[src/rtl/life_mem_scheduler.sv]
// life_mem_scheduler
//   Shares the single-port cell-state RAM between the VGA display fetch and the
//   Game of Life update engine, and schedules one generation every GEN_DIV
//   frames (or on a single-step request). The display always wins the RAM.
//   Generations are launched only on a frame boundary.
//
//   Handshake: disp_req/eng_req are requests, eng_gnt says the engine owns
//   the RAM in the same cycle; the engine keeps eng_req (and its address,
//   write-enable and data) stable until it sees eng_gnt=1. A granted read
//   returns eng_rvalid/eng_rdata exactly one cycle later; a display access
//   returns disp_rvalid/disp_rdata one cycle later. Writes return nothing.
module life_mem_scheduler #(
  parameter int ADDR_W  = 11,
  parameter int GEN_DIV = 8,
  parameter int GEN_W   = 16
) (
  input  logic              pixel_clk,
  input  logic              rst_n,
  input  logic              frame_start,
  input  logic              run_en,
  input  logic              step,
  input  logic              disp_req,
  input  logic [ADDR_W-1:0] disp_addr,
  output logic              disp_rvalid,
  output logic              disp_rdata,
  input  logic              eng_req,
  input  logic              eng_we,
  input  logic [ADDR_W-1:0] eng_addr,
  input  logic              eng_wdata,
  output logic              eng_gnt,
  output logic              eng_rvalid,
  output logic              eng_rdata,
  input  logic              eng_done,
  output logic              gen_start,
  output logic              busy,
  output logic              overrun,
  output logic [GEN_W-1:0]  gen_count,
  output logic              ram_en,
  output logic              ram_we,
  output logic [ADDR_W-1:0] ram_addr,
  output logic              ram_wdata,
  input  logic              ram_rdata,
  output logic              state_dbg
);

  // Frame counter is at least one bit wide so GEN_DIV=1 still elaborates.
  localparam int CNT_W = (GEN_DIV > 1) ? $clog2(GEN_DIV) : 1;
  localparam logic [CNT_W-1:0] CNT_MAX = CNT_W'(GEN_DIV - 1);

  typedef enum logic {
    IDLE = 1'b0,
    RUN  = 1'b1
  } state_e;

  state_e           state, state_next;
  logic [CNT_W-1:0] frame_cnt, frame_cnt_next;
  logic             step_pend, step_pend_next;
  logic             gen_start_next;
  logic             overrun_next;
  logic [GEN_W-1:0] gen_count_next;

  // Fixed-priority RAM mux: display first, engine gets whatever is left.
  always_comb begin
    ram_en    = disp_req | eng_req;
    eng_gnt   = 1'b0;
    ram_addr  = disp_addr;
    ram_we    = 1'b0;
    ram_wdata = 1'b0;
    if (!disp_req) begin
      eng_gnt   = eng_req;
      ram_addr  = eng_addr;
      ram_we    = eng_we & eng_req;
      ram_wdata = eng_wdata;
    end
  end

  // Read-return valids track the RAM's one-cycle read latency.
  always_ff @(posedge pixel_clk or negedge rst_n) begin
    if (!rst_n) begin
      disp_rvalid <= 1'b0;
      eng_rvalid  <= 1'b0;
    end else begin
      disp_rvalid <= disp_req;
      eng_rvalid  <= eng_gnt & ~eng_we;
    end
  end

  // Read data comes straight from the RAM; the valids say who owns it.
  assign disp_rdata = ram_rdata;
  assign eng_rdata  = ram_rdata;

  // Scheduler state register.
  always_ff @(posedge pixel_clk or negedge rst_n) begin
    if (!rst_n) begin
      state     <= IDLE;
      frame_cnt <= '0;
      step_pend <= 1'b0;
      gen_start <= 1'b0;
      overrun   <= 1'b0;
      gen_count <= '0;
    end else begin
      state     <= state_next;
      frame_cnt <= frame_cnt_next;
      step_pend <= step_pend_next;
      gen_start <= gen_start_next;
      overrun   <= overrun_next;
      gen_count <= gen_count_next;
    end
  end

  // Scheduler next-state: frame pacing, step latching, launch and completion.
  always_comb begin
    state_next     = state;
    frame_cnt_next = frame_cnt;
    step_pend_next = step_pend | step;
    gen_start_next = 1'b0;
    overrun_next   = overrun;
    gen_count_next = gen_count;
    case (state)
      IDLE: begin
        if (!run_en) begin
          frame_cnt_next = '0;
        end else if (frame_start) begin
          frame_cnt_next = (frame_cnt == CNT_MAX) ? '0 : frame_cnt + 1'b1;
        end
        if (frame_start && ((run_en && frame_cnt == CNT_MAX) || step_pend)) begin
          state_next     = RUN;
          gen_start_next = 1'b1;
          step_pend_next = 1'b0;
        end
      end
      RUN: begin
        // The frame count is frozen while a generation runs.
        if (!run_en) frame_cnt_next = '0;
        if (eng_done) begin
          gen_count_next = gen_count + 1'b1;
          state_next     = IDLE;
        end else if (frame_start) begin
          overrun_next = 1'b1;
        end
      end
      default: state_next = IDLE;
    endcase
  end

  assign busy      = (state == RUN);
  assign state_dbg = state;

endmodule
[config.mk]
export PLATFORM = sky130hd
export DESIGN_NAME = life_mem_scheduler
export DESIGN_NICKNAME = d
export VERILOG_FILES = /design/src/rtl/life_mem_scheduler.sv
export SDC_FILE = /design/constraint.sdc
export NUM_CORES = 1
export LEC_CHECK = 0
export BUFFER_PORTS_ARGS = -buffer_cell sky130_fd_sc_hd__buf_2
export CAP_MARGIN = 20
export CORE_MARGIN = 1
export CORE_UTILIZATION = 39
export CTS_CLUSTER_SIZE = 12
export DETAILED_ROUTE_END_ITERATION = 16
export PLACE_DENSITY = 0.81
export SYNTH_ARGS = -nofsm -noshare
export SYNTH_HDL_FRONTEND = slang
export SYNTH_SLANG_ARGS = --single-unit
[constraint.sdc]
create_clock -name pixel_clk -period 1.7 [get_ports pixel_clk]
set_clock_uncertainty 0.15 [all_clocks]
set_input_delay 0.17 -clock pixel_clk [delete_from_list [all_inputs] [get_ports pixel_clk]]
set_output_delay 0.17 -clock pixel_clk [all_outputs]
set_load 0.02 [all_outputs]
# Word-level counts from Yosys, hierarchy flattened
# Index checks and enable logic that the tools add are counted.
# op_classes
reduce_logical,6
muxes,15
n_eq_ne,3
add_sub_neg,2
bitwise_logic,7
# ops
op,n
$add 16x1->16 const B,1
$mux 3,4
$mux 11,1
$mux 1,8
$pmux 3 s2,1
$reduce_and 2->1,2
$add 3x1->3 const B,1
$eq 3x3->1 const B,1
$ne 3x3->1 const B,1
$not 1->1,3
$reduce_and 3->1,1
$and 1x1->1,2
$logic_and 1x1->1,2
$ne 2x2->1 const B,1
$or 1x1->1,2
$pmux 1 s2,1
$logic_or 1x1->1,1
# word_totals
elab_cells,41
input_bits,33
reg_bits,25
out_inout_bits,39

# Depth between registers and ports, before layout
# Gate-level depths: netlist of the first run.
# depth
word_depth,6
mapped_depth,5
depth_no_buf,5

# Worst setup path after synthesis of the first run
# Ideal clock, no wire load.
# synth_path
kind,reg2reg
startpoint,reg gen_count[0]
endpoint,reg gen_count[12]
arrival_time_ns,1.473
stages_incl_launch_ff,6
period_less_slack_ns,1.752
required_time_ns,1.421
slack_ns,-0.052
setup_time_ns,0.129
n_path_buf,0
cell_sequence,dfrtp_1 ha_1 nand4_2 nor4_4 nand3_1 xnor2_1
# synth_between
elab_chain_len,1
# synth_lines
item,line_no,text
start: declaration,37,"output logic [GEN_W-1:0] gen_count,"
start signal: assignment,107,gen_count <= gen_count_next;
$add 16x1->16,136,gen_count_next = gen_count + 1'b1;
# Every way passes these cells.
# A chain may end at the register's enable or synchronous reset.

# Worst setup path after layout of the first run
# Same ends and word-level chain as after synthesis.

==> results of run 1 <==
-- per-layer routing --
| layer | track usage [%] | vias to the layer above |
|---|---|---|
| li1 | - | 511 |
| met1 | 15.9 | 484 |
| met2 | 34.5 | 58 |
| met3 | 3.13 | 2 |
| met4 | 5.10 | 0 |
| met5 | 0 | - |
-- repair_timing --
| action | CTS | global route |
|---|---|---|
| resized for setup | 0 | 1 |
| hold buffers | 6 | 0 |
| setup buffers | 0 | 0 |
| hold endpoints to repair | 32 | 0 |
| setup endpoints to repair | 0 | 1 |
-- final cells by class --
| class | count | area [um^2] |
|---|---|---|
| fill | 274 | 1310 |
| sequential | 25 | 628 |
| multi-input combinational | 75 | 581 |
| timing repair buffer | 76 | 415 |
| tap | 44 | 55.1 |
| clock buffer | 3 | 22.5 |
| clock inverter | 1 | 7.51 |
| inverter | 2 | 7.51 |
-- flip-flops by register name, indices dropped and copies added, names as in the netlist --
name and count:
gen_count 16, frame_cnt 3, busy 1, disp_rvalid 1, eng_rvalid 1, gen_start 1
overrun 1, step_pend 1
-- worst max-delay path, delay by kind of cell, from the launching register on --
family                   cells  cell delay, ps
XOR/XNOR                     1             140
adder cells (fa/ha/maj)      1             180
AND/OR/NAND/NOR              3             650
flip-flops                   1             410
-- per-stage QoR --
step	hold WS, ps	std cells
finish	40.5	226
global route	39.5	226
CTS	32.4	226
detailed placement	38.7	216
global placement	31.0	216
floorplan	-276	106
-- worst min path at each step --
stage	to	cells after the start	from	slack, ps
after floorplan	busy	0	rst_n	-280
after global placement	gen_count[13]	1	rst_n	30
after detailed placement	gen_count[15]	1	rst_n	40
after CTS	busy	3	eng_done	30
after global routing	gen_count[2]	3	eng_done	40
final	gen_count[2]	3	eng_done	40
-- power by group through the flow --
stage	combinational, mW	sequential [mW]	clock [mW]
after global routing	0.721	0.826	0.299
after CTS	0.660	0.808	0.279
after floorplan	0.297	0.936	0
final	0.659	0.806	0.268
after detailed placement	0.648	0.821	0
after global placement	0.633	0.812	0
-- layout by cell type (no fill, tap or decap), drive strengths merged, types with 4 or more instances in the layout --
cell type    instances
xor2                 4
nand2                7
dfrtp               25
nor2b                6
mux2                12
buf                 70
nor2                 7
dlygate4sd3          6
nand3                6
xnor2               11
-- logic make-up after synthesis --
kind of cell,share of synthesized area [%]
DFF,50.7
adders and majority gates,3.04
AOI/OAI and AO/OA,2.13
and+or+nand+nor,18.2
muxes,12.6
xor gates and xnor gates,10.6
buffers and inverters,2.74
==> impl_metrics.xml, run 1 <==
<?xml version="1.0" encoding="UTF-8"?>
<metrics>
  <group name="logic_synthesis">
    <metric name="synth_top_cell_area_share" unit="%">50.7</metric>
    <metric name="mapped_nets" unit="">142</metric>
    <metric name="synthesis.area" unit="um^2">1230</metric>
    <metric name="synthFlopType" unit="">dfrtp_1</metric>
    <metric name="synth_top_cell_by_area" unit="">dfrtp_1</metric>
    <metric name="yosysWarningCount" unit="">0</metric>
    <metric name="synth_top_area_cells" unit="">dfrtp_1, mux2_2, xnor2_1</metric>
    <metric name="synth-async-reset-ratio" unit="%">100</metric>
    <metric name="synthTopCellsByCount" unit="">dfrtp_1, mux2_2, xnor2_1, nand2_1, nor2_1</metric>
    <metric name="synth-edff-count" unit="">0</metric>
    <metric name="post_synth.cell_area_avg" unit="um^2">11.6</metric>
    <metric name="yosys.cell_types.count" unit="">25</metric>
    <metric name="yosys.cell_count.top_type" unit="">dfrtp_1</metric>
    <metric name="seq_area_frac_synth" unit="%">50.7</metric>
    <metric name="syn_inst" unit="">106</metric>
    <metric name="synth-seq-cells" unit="">25</metric>
  </group>
  <group name="setup_path">
    <metric name="worst_r2r_setup_slack" unit="ps">80</metric>
    <metric name="timing.critical_path.from" unit="">gen_count[0]</metric>
    <metric name="critPathSlowestCell" unit="">dfrtp_2</metric>
    <metric name="worst_ep_required_time" unit="ps">1770</metric>
    <metric name="critical_path.max_stage_delay" unit="ps">410</metric>
    <metric name="crit_type" unit="">reg2reg</metric>
    <metric name="r2r_start" unit="">gen_count[0]</metric>
    <metric name="endpoint" unit="">gen_count[12]</metric>
    <metric name="reg2reg_to" unit="">gen_count[12]</metric>
    <metric name="endpoint_kind" unit="">flip-flop</metric>
    <metric name="ff2ff_path_depth" unit="">5</metric>
    <metric name="cp_cell_sequence" unit="">ha_1, nand4_2, nor4_4, nand3_1, xnor2_1</metric>
    <metric name="critPathMaxFanout" unit="">4</metric>
    <metric name="critical_path_arrival" unit="ps">1690</metric>
    <metric name="worst_setup_path_start_kind" unit="">flip-flop</metric>
  </group>
  <group name="timing">
    <metric name="drv_slew" unit="">0</metric>
    <metric name="rsz_0062_raised_after_global_routing" unit="">false</metric>
    <metric name="minimum_clock_period_after_layout" unit="ps">1620</metric>
    <metric name="maxClockFrequency" unit="GHz">0.618</metric>
    <metric name="final_critical_path_setup_slack" unit="ps">81.4</metric>
    <metric name="final-hold-violation-count" unit="">0</metric>
    <metric name="min_period_over_period" unit="%">95.2</metric>
    <metric name="slew_headroom" unit="%">63.4</metric>
    <metric name="timing.setup.tns" unit="ps">0</metric>
    <metric name="finalSetupViolations" unit="">0</metric>
    <metric name="worstMarginPinSlew" unit="ps">549</metric>
  </group>
  <group name="layout">
    <metric name="num_antenna_cells" unit="">0</metric>
    <metric name="area.growth.synth_to_final" unit="%">39.1</metric>
    <metric name="num-nets-final" unit="">219</metric>
    <metric name="finalCoreUtilization" unit="%">56.7</metric>
    <metric name="ratio_of_cells_with_drive_above_1_in_the_final_layout" unit="%">51.1</metric>
    <metric name="fin_area" unit="um^2">1720</metric>
  </group>
  <group name="detailed_routing">
    <metric name="detail_routed_via_count_per_cell" unit="">4.67</metric>
    <metric name="drt_first_pass_iters" unit="">6</metric>
    <metric name="route.detailed.wl_per_inst" unit="um">11.5</metric>
    <metric name="detailroute.wirelength.met3" unit="um">195</metric>
    <metric name="met1Wirelength" unit="um">926</metric>
    <metric name="wl_met2" unit="mm">1.45</metric>
    <metric name="dr.first_iter.drc_count" unit="">11</metric>
    <metric name="totalWireLength" unit="mm">2.59</metric>
    <metric name="antenna_left" unit="">0</metric>
    <metric name="drt_drc_violations_left" unit="">0</metric>
    <metric name="highest_layer" unit="">met4</metric>
    <metric name="total_vias_in_the_final_route" unit="">1055</metric>
  </group>
  <group name="power">
    <metric name="pwr-share-clk" unit="%">15.5</metric>
    <metric name="switching_fraction_of_total_power" unit="%">38.5</metric>
    <metric name="pwr_density_cell" unit="nW/um^2">1010</metric>
    <metric name="comb_power_share" unit="%">38.0</metric>
    <metric name="totalPowerFinal" unit="mW">1.73</metric>
    <metric name="sequentialPowerShare" unit="%">46.5</metric>
    <metric name="irDropWorstVdd" unit="V">0.000326</metric>
    <metric name="int_power" unit="mW">1.07</metric>
    <metric name="switchingPower" unit="mW">0.667</metric>
    <metric name="total_leakage_power" unit="nW">0.919</metric>
  </group>
  <group name="die">
    <metric name="die-area" unit="um^2">3390</metric>
    <metric name="effective_utilization_at_floorplan" unit="%">40.7</metric>
    <metric name="fp.dieH" unit="um">58.2</metric>
    <metric name="core_area" unit="um^2">3030</metric>
    <metric name="io_count" unit="">72</metric>
    <metric name="fp-row-count" unit="">20</metric>
    <metric name="chipWidth" unit="um">58.2</metric>
  </group>
  <group name="cts">
    <metric name="clk_pin_slew_worst_paths" unit="ps">140</metric>
    <metric name="tritoncts" unit="">yes</metric>
    <metric name="clk-insertion-delay-late" unit="ps">320</metric>
    <metric name="cts_made_buffers" unit="">3</metric>
    <metric name="ctsHtreeMaxLevel" unit="">1</metric>
    <metric name="clock_sinks" unit="">25</metric>
    <metric name="clock_tree.root_cell" unit="">clkbuf_4</metric>
    <metric name="number_of_buffers_on_the_longest_clock_path" unit="">2</metric>
  </group>
  <group name="grt">
    <metric name="grt_pass1_vias" unit="">1013</metric>
    <metric name="grt_first_pass_wirelength" unit="mm">4.22</metric>
    <metric name="grt_start_max_net_pins" unit="">26</metric>
    <metric name="antenna_violations_before_repair" unit="">0</metric>
    <metric name="grt.overflow.total" unit="">0</metric>
    <metric name="gr-usage-all-layers" unit="%">16.6</metric>
  </group>
  <group name="placement">
    <metric name="dp_worst_setup_slack" unit="ps">82.6</metric>
    <metric name="place.port_buffers" unit="">68</metric>
    <metric name="placed_cell_area" unit="um^2">1620</metric>
    <metric name="dpl.hpwl" unit="mm">2.15</metric>
    <metric name="gp_congestion" unit="">0.811</metric>
  </group>
  <group name="flow_run">
    <metric name="maxCapViolCount" unit="">0</metric>
  </group>
  <group name="outcome">
    <metric name="status" unit="">completed</metric>
  </group>
  <group name="min_path">
    <metric name="holdCritPathClass" unit="">in2reg</metric>
  </group>
</metrics>
Power figures use the tool's default switching activity.
==> run 2, diff against run 1 <==
--- a/config.mk
+++ b/config.mk
@@ -8,10 +8,10 @@
 export BUFFER_PORTS_ARGS = -buffer_cell sky130_fd_sc_hd__buf_2
 export CAP_MARGIN = 20
 export CORE_MARGIN = 1
-export CORE_UTILIZATION = 39
+export CORE_UTILIZATION = 30
 export CTS_CLUSTER_SIZE = 12
 export DETAILED_ROUTE_END_ITERATION = 16
-export PLACE_DENSITY = 0.81
+export PLACE_DENSITY = 0.66
 export SYNTH_ARGS = -nofsm -noshare
 export SYNTH_HDL_FRONTEND = slang
 export SYNTH_SLANG_ARGS = --single-unit
==> impl_metrics.xml, run 2 (synthesis results as in run 1) <==
<?xml version="1.0" encoding="UTF-8"?>
<metrics>
  <group name="detailed_routing">
    <metric name="drt_first_pass_iters" unit="">2</metric>
    <metric name="dr.first_iter.drc_count" unit="">18</metric>
    <metric name="totalWireLength" unit="mm">2.48</metric>
    <metric name="antenna_left" unit="">0</metric>
    <metric name="total_vias_in_the_final_route" unit="">1009</metric>
    <metric name="route.detailed.wl_per_inst" unit="um">10.9</metric>
    <metric name="detail_routed_via_count_per_cell" unit="">4.43</metric>
    <metric name="drt_drc_violations_left" unit="">0</metric>
  </group>
  <group name="die">
    <metric name="io_count" unit="">72</metric>
    <metric name="core_area" unit="um^2">3800</metric>
    <metric name="die-area" unit="um^2">4370</metric>
    <metric name="effective_utilization_at_floorplan" unit="%">32.5</metric>
    <metric name="fp.dieH" unit="um">66.1</metric>
    <metric name="chipWidth" unit="um">66.1</metric>
    <metric name="fp-row-count" unit="">22</metric>
  </group>
  <group name="grt">
    <metric name="antenna_violations_before_repair" unit="">0</metric>
    <metric name="grt_first_pass_wirelength" unit="mm">3.89</metric>
    <metric name="grt.overflow.total" unit="">0</metric>
    <metric name="grt_pass1_vias" unit="">918</metric>
    <metric name="gr-usage-all-layers" unit="%">11.9</metric>
    <metric name="grt_start_max_net_pins" unit="">26</metric>
  </group>
  <group name="power">
    <metric name="int_power" unit="mW">1.14</metric>
    <metric name="switching_fraction_of_total_power" unit="%">36.2</metric>
    <metric name="irDropWorstVdd" unit="V">0.000416</metric>
    <metric name="sequentialPowerShare" unit="%">45.2</metric>
    <metric name="pwr-share-clk" unit="%">19.1</metric>
    <metric name="switchingPower" unit="mW">0.647</metric>
    <metric name="comb_power_share" unit="%">35.7</metric>
    <metric name="total_leakage_power" unit="nW">0.911</metric>
    <metric name="totalPowerFinal" unit="mW">1.78</metric>
    <metric name="pwr_density_cell" unit="nW/um^2">1040</metric>
  </group>
  <group name="setup_path">
    <metric name="critPathMaxFanout" unit="">4</metric>
    <metric name="worst_ep_required_time" unit="ps">1740</metric>
    <metric name="ff2ff_path_depth" unit="">5</metric>
    <metric name="endpoint_kind" unit="">flip-flop</metric>
    <metric name="worst_setup_path_start_kind" unit="">flip-flop</metric>
    <metric name="critical_path_arrival" unit="ps">1550</metric>
    <metric name="crit_type" unit="">reg2reg</metric>
  </group>
  <group name="timing">
    <metric name="minimum_clock_period_after_layout" unit="ps">1500</metric>
    <metric name="timing.setup.tns" unit="ps">0</metric>
    <metric name="final-hold-violation-count" unit="">0</metric>
    <metric name="slew_headroom" unit="%">62.5</metric>
    <metric name="drv_slew" unit="">0</metric>
    <metric name="timing.hold.ws" unit="ps">9.59</metric>
    <metric name="finalSetupViolations" unit="">0</metric>
    <metric name="worstMarginPinSlew" unit="ps">563</metric>
    <metric name="rsz_0062_raised_after_global_routing" unit="">false</metric>
    <metric name="min_period_over_period" unit="%">88.4</metric>
    <metric name="maxClockFrequency" unit="GHz">0.666</metric>
  </group>
  <group name="cts">
    <metric name="ctsHtreeMaxLevel" unit="">1</metric>
    <metric name="postCtsResizedCells" unit="">0</metric>
    <metric name="tritoncts" unit="">yes</metric>
    <metric name="clk-insertion-delay-late" unit="ps">260</metric>
    <metric name="cts_made_buffers" unit="">3</metric>
    <metric name="clock_tree.root_cell" unit="">clkbuf_8</metric>
    <metric name="clk_pin_slew_worst_paths" unit="ps">80</metric>
    <metric name="clock_sinks" unit="">25</metric>
    <metric name="number_of_buffers_on_the_longest_clock_path" unit="">2</metric>
  </group>
  <group name="layout">
    <metric name="largest-register" unit="">gen_count</metric>
    <metric name="most-common-layout-cells" unit="">buf_2, dfrtp_1, mux2_2, xnor2_1</metric>
    <metric name="largest_register_ff_count" unit="">16</metric>
    <metric name="ratio_of_cells_with_drive_above_1_in_the_final_layout" unit="%">51.7</metric>
    <metric name="num_antenna_cells" unit="">0</metric>
    <metric name="finalCoreUtilization" unit="%">45.0</metric>
    <metric name="mostFrequentLayoutCell" unit="">buf_2</metric>
    <metric name="num-nets-final" unit="">217</metric>
    <metric name="reg_top3" unit="">gen_count: 16 flops, frame_cnt: 3 flops</metric>
    <metric name="area.growth.synth_to_final" unit="%">38.4</metric>
  </group>
  <group name="placement">
    <metric name="dpl.hpwl" unit="mm">1.95</metric>
    <metric name="place.port_buffers" unit="">68</metric>
    <metric name="gp_congestion" unit="">0.718</metric>
  </group>
  <group name="min_path">
    <metric name="holdCritPathClass" unit="">in2reg</metric>
    <metric name="hold_path_depth" unit="">2</metric>
  </group>
  <group name="outcome">
    <metric name="status" unit="">completed</metric>
  </group>
  <group name="flow_run">
    <metric name="maxCapViolCount" unit="">0</metric>
  </group>
</metrics>
-- run 2: cell count changes in the layout (fill, tap and decap cells not counted) --
| cell | change |
|---|---|
| clkinvlp_4 | -1 |
| buf_4 | +1 |
| dlygate4sd3_1 | -3 |
| nor3_2 | +1 |
| clkbuf_4 | -3 |
| clkbuf_8 | +3 |
| clkbuf_1 | +1 |
| nor3_4 | -1 |
-- run 2: metrics by stage --
| step | instances | area [um^2] | worst slack [ps] |
|---|---|---|---|
| floorplan | 106 | 1240 | 25.3 |
| global route | 228 | 1710 | 107 |
| finish | 228 | 1710 | 198 |
| detailed placement | 221 | 1630 | 86.0 |
| global placement | 221 | 1630 | 135 |
| CTS | 228 | 1710 | 73.5 |
-- run 2: per-layer routing --
layer | up-vias | track usage, % | share of wire (%)
met2 | 59 | 22.6 | 48
li1 | 504 | - | -
met4 | 0 | 5.85 | 1.5
met3 | 6 | 2.76 | 8.4
met5 | - | 0 | 0
met1 | 440 | 12.1 | 42
-- run 2: what timing repair did --
action	in CTS	in global routing
hold buffers	3	0
setup endpoints to repair	0	1
setup buffers	0	0
endpoints found under the hold margin	27	0
-- run 2: power groups by stage --
stage | Combinational [mW] | Sequential (mW) | Clock [mW]
final | 0.636 | 0.807 | 0.342
after global placement | 0.639 | 0.812 | 0
after global routing | 0.691 | 0.826 | 0.390
after CTS | 0.649 | 0.810 | 0.362
after floorplan | 0.297 | 0.936 | 0
after detailed placement | 0.642 | 0.820 | 0
-- run 2: final timing paths --
kind                            endpoint  slack (ps)           from
max reg2reg                 gen_count[8]         200   gen_count[0]
min reg2reg                gen_count[15]         320  gen_count[15]
max                         gen_count[8]         200   gen_count[0]
max in group asynchronous   gen_count[0]         720          rst_n
min                         frame_cnt[2]          10         run_en
min in group asynchronous  gen_count[15]         270          rst_n
-- run 2: final cells by class --
cell class / count / area (um^2)
clock buffer: 4 / 45.0
tap: 48 / 60.1
fill: 371 / 2090
multi-input combinational: 75 / 574
sequential: 25 / 628
timing repair buffer: 74 / 393
inverter: 2 / 7.51
-- run 2: critical path, stage by stage (launching register included) --
cell and delay (ps):
dfrtp_2 400, ha_1 190, nand4_2 150, buf_4 170, nor3_1 220, xor2_1 160
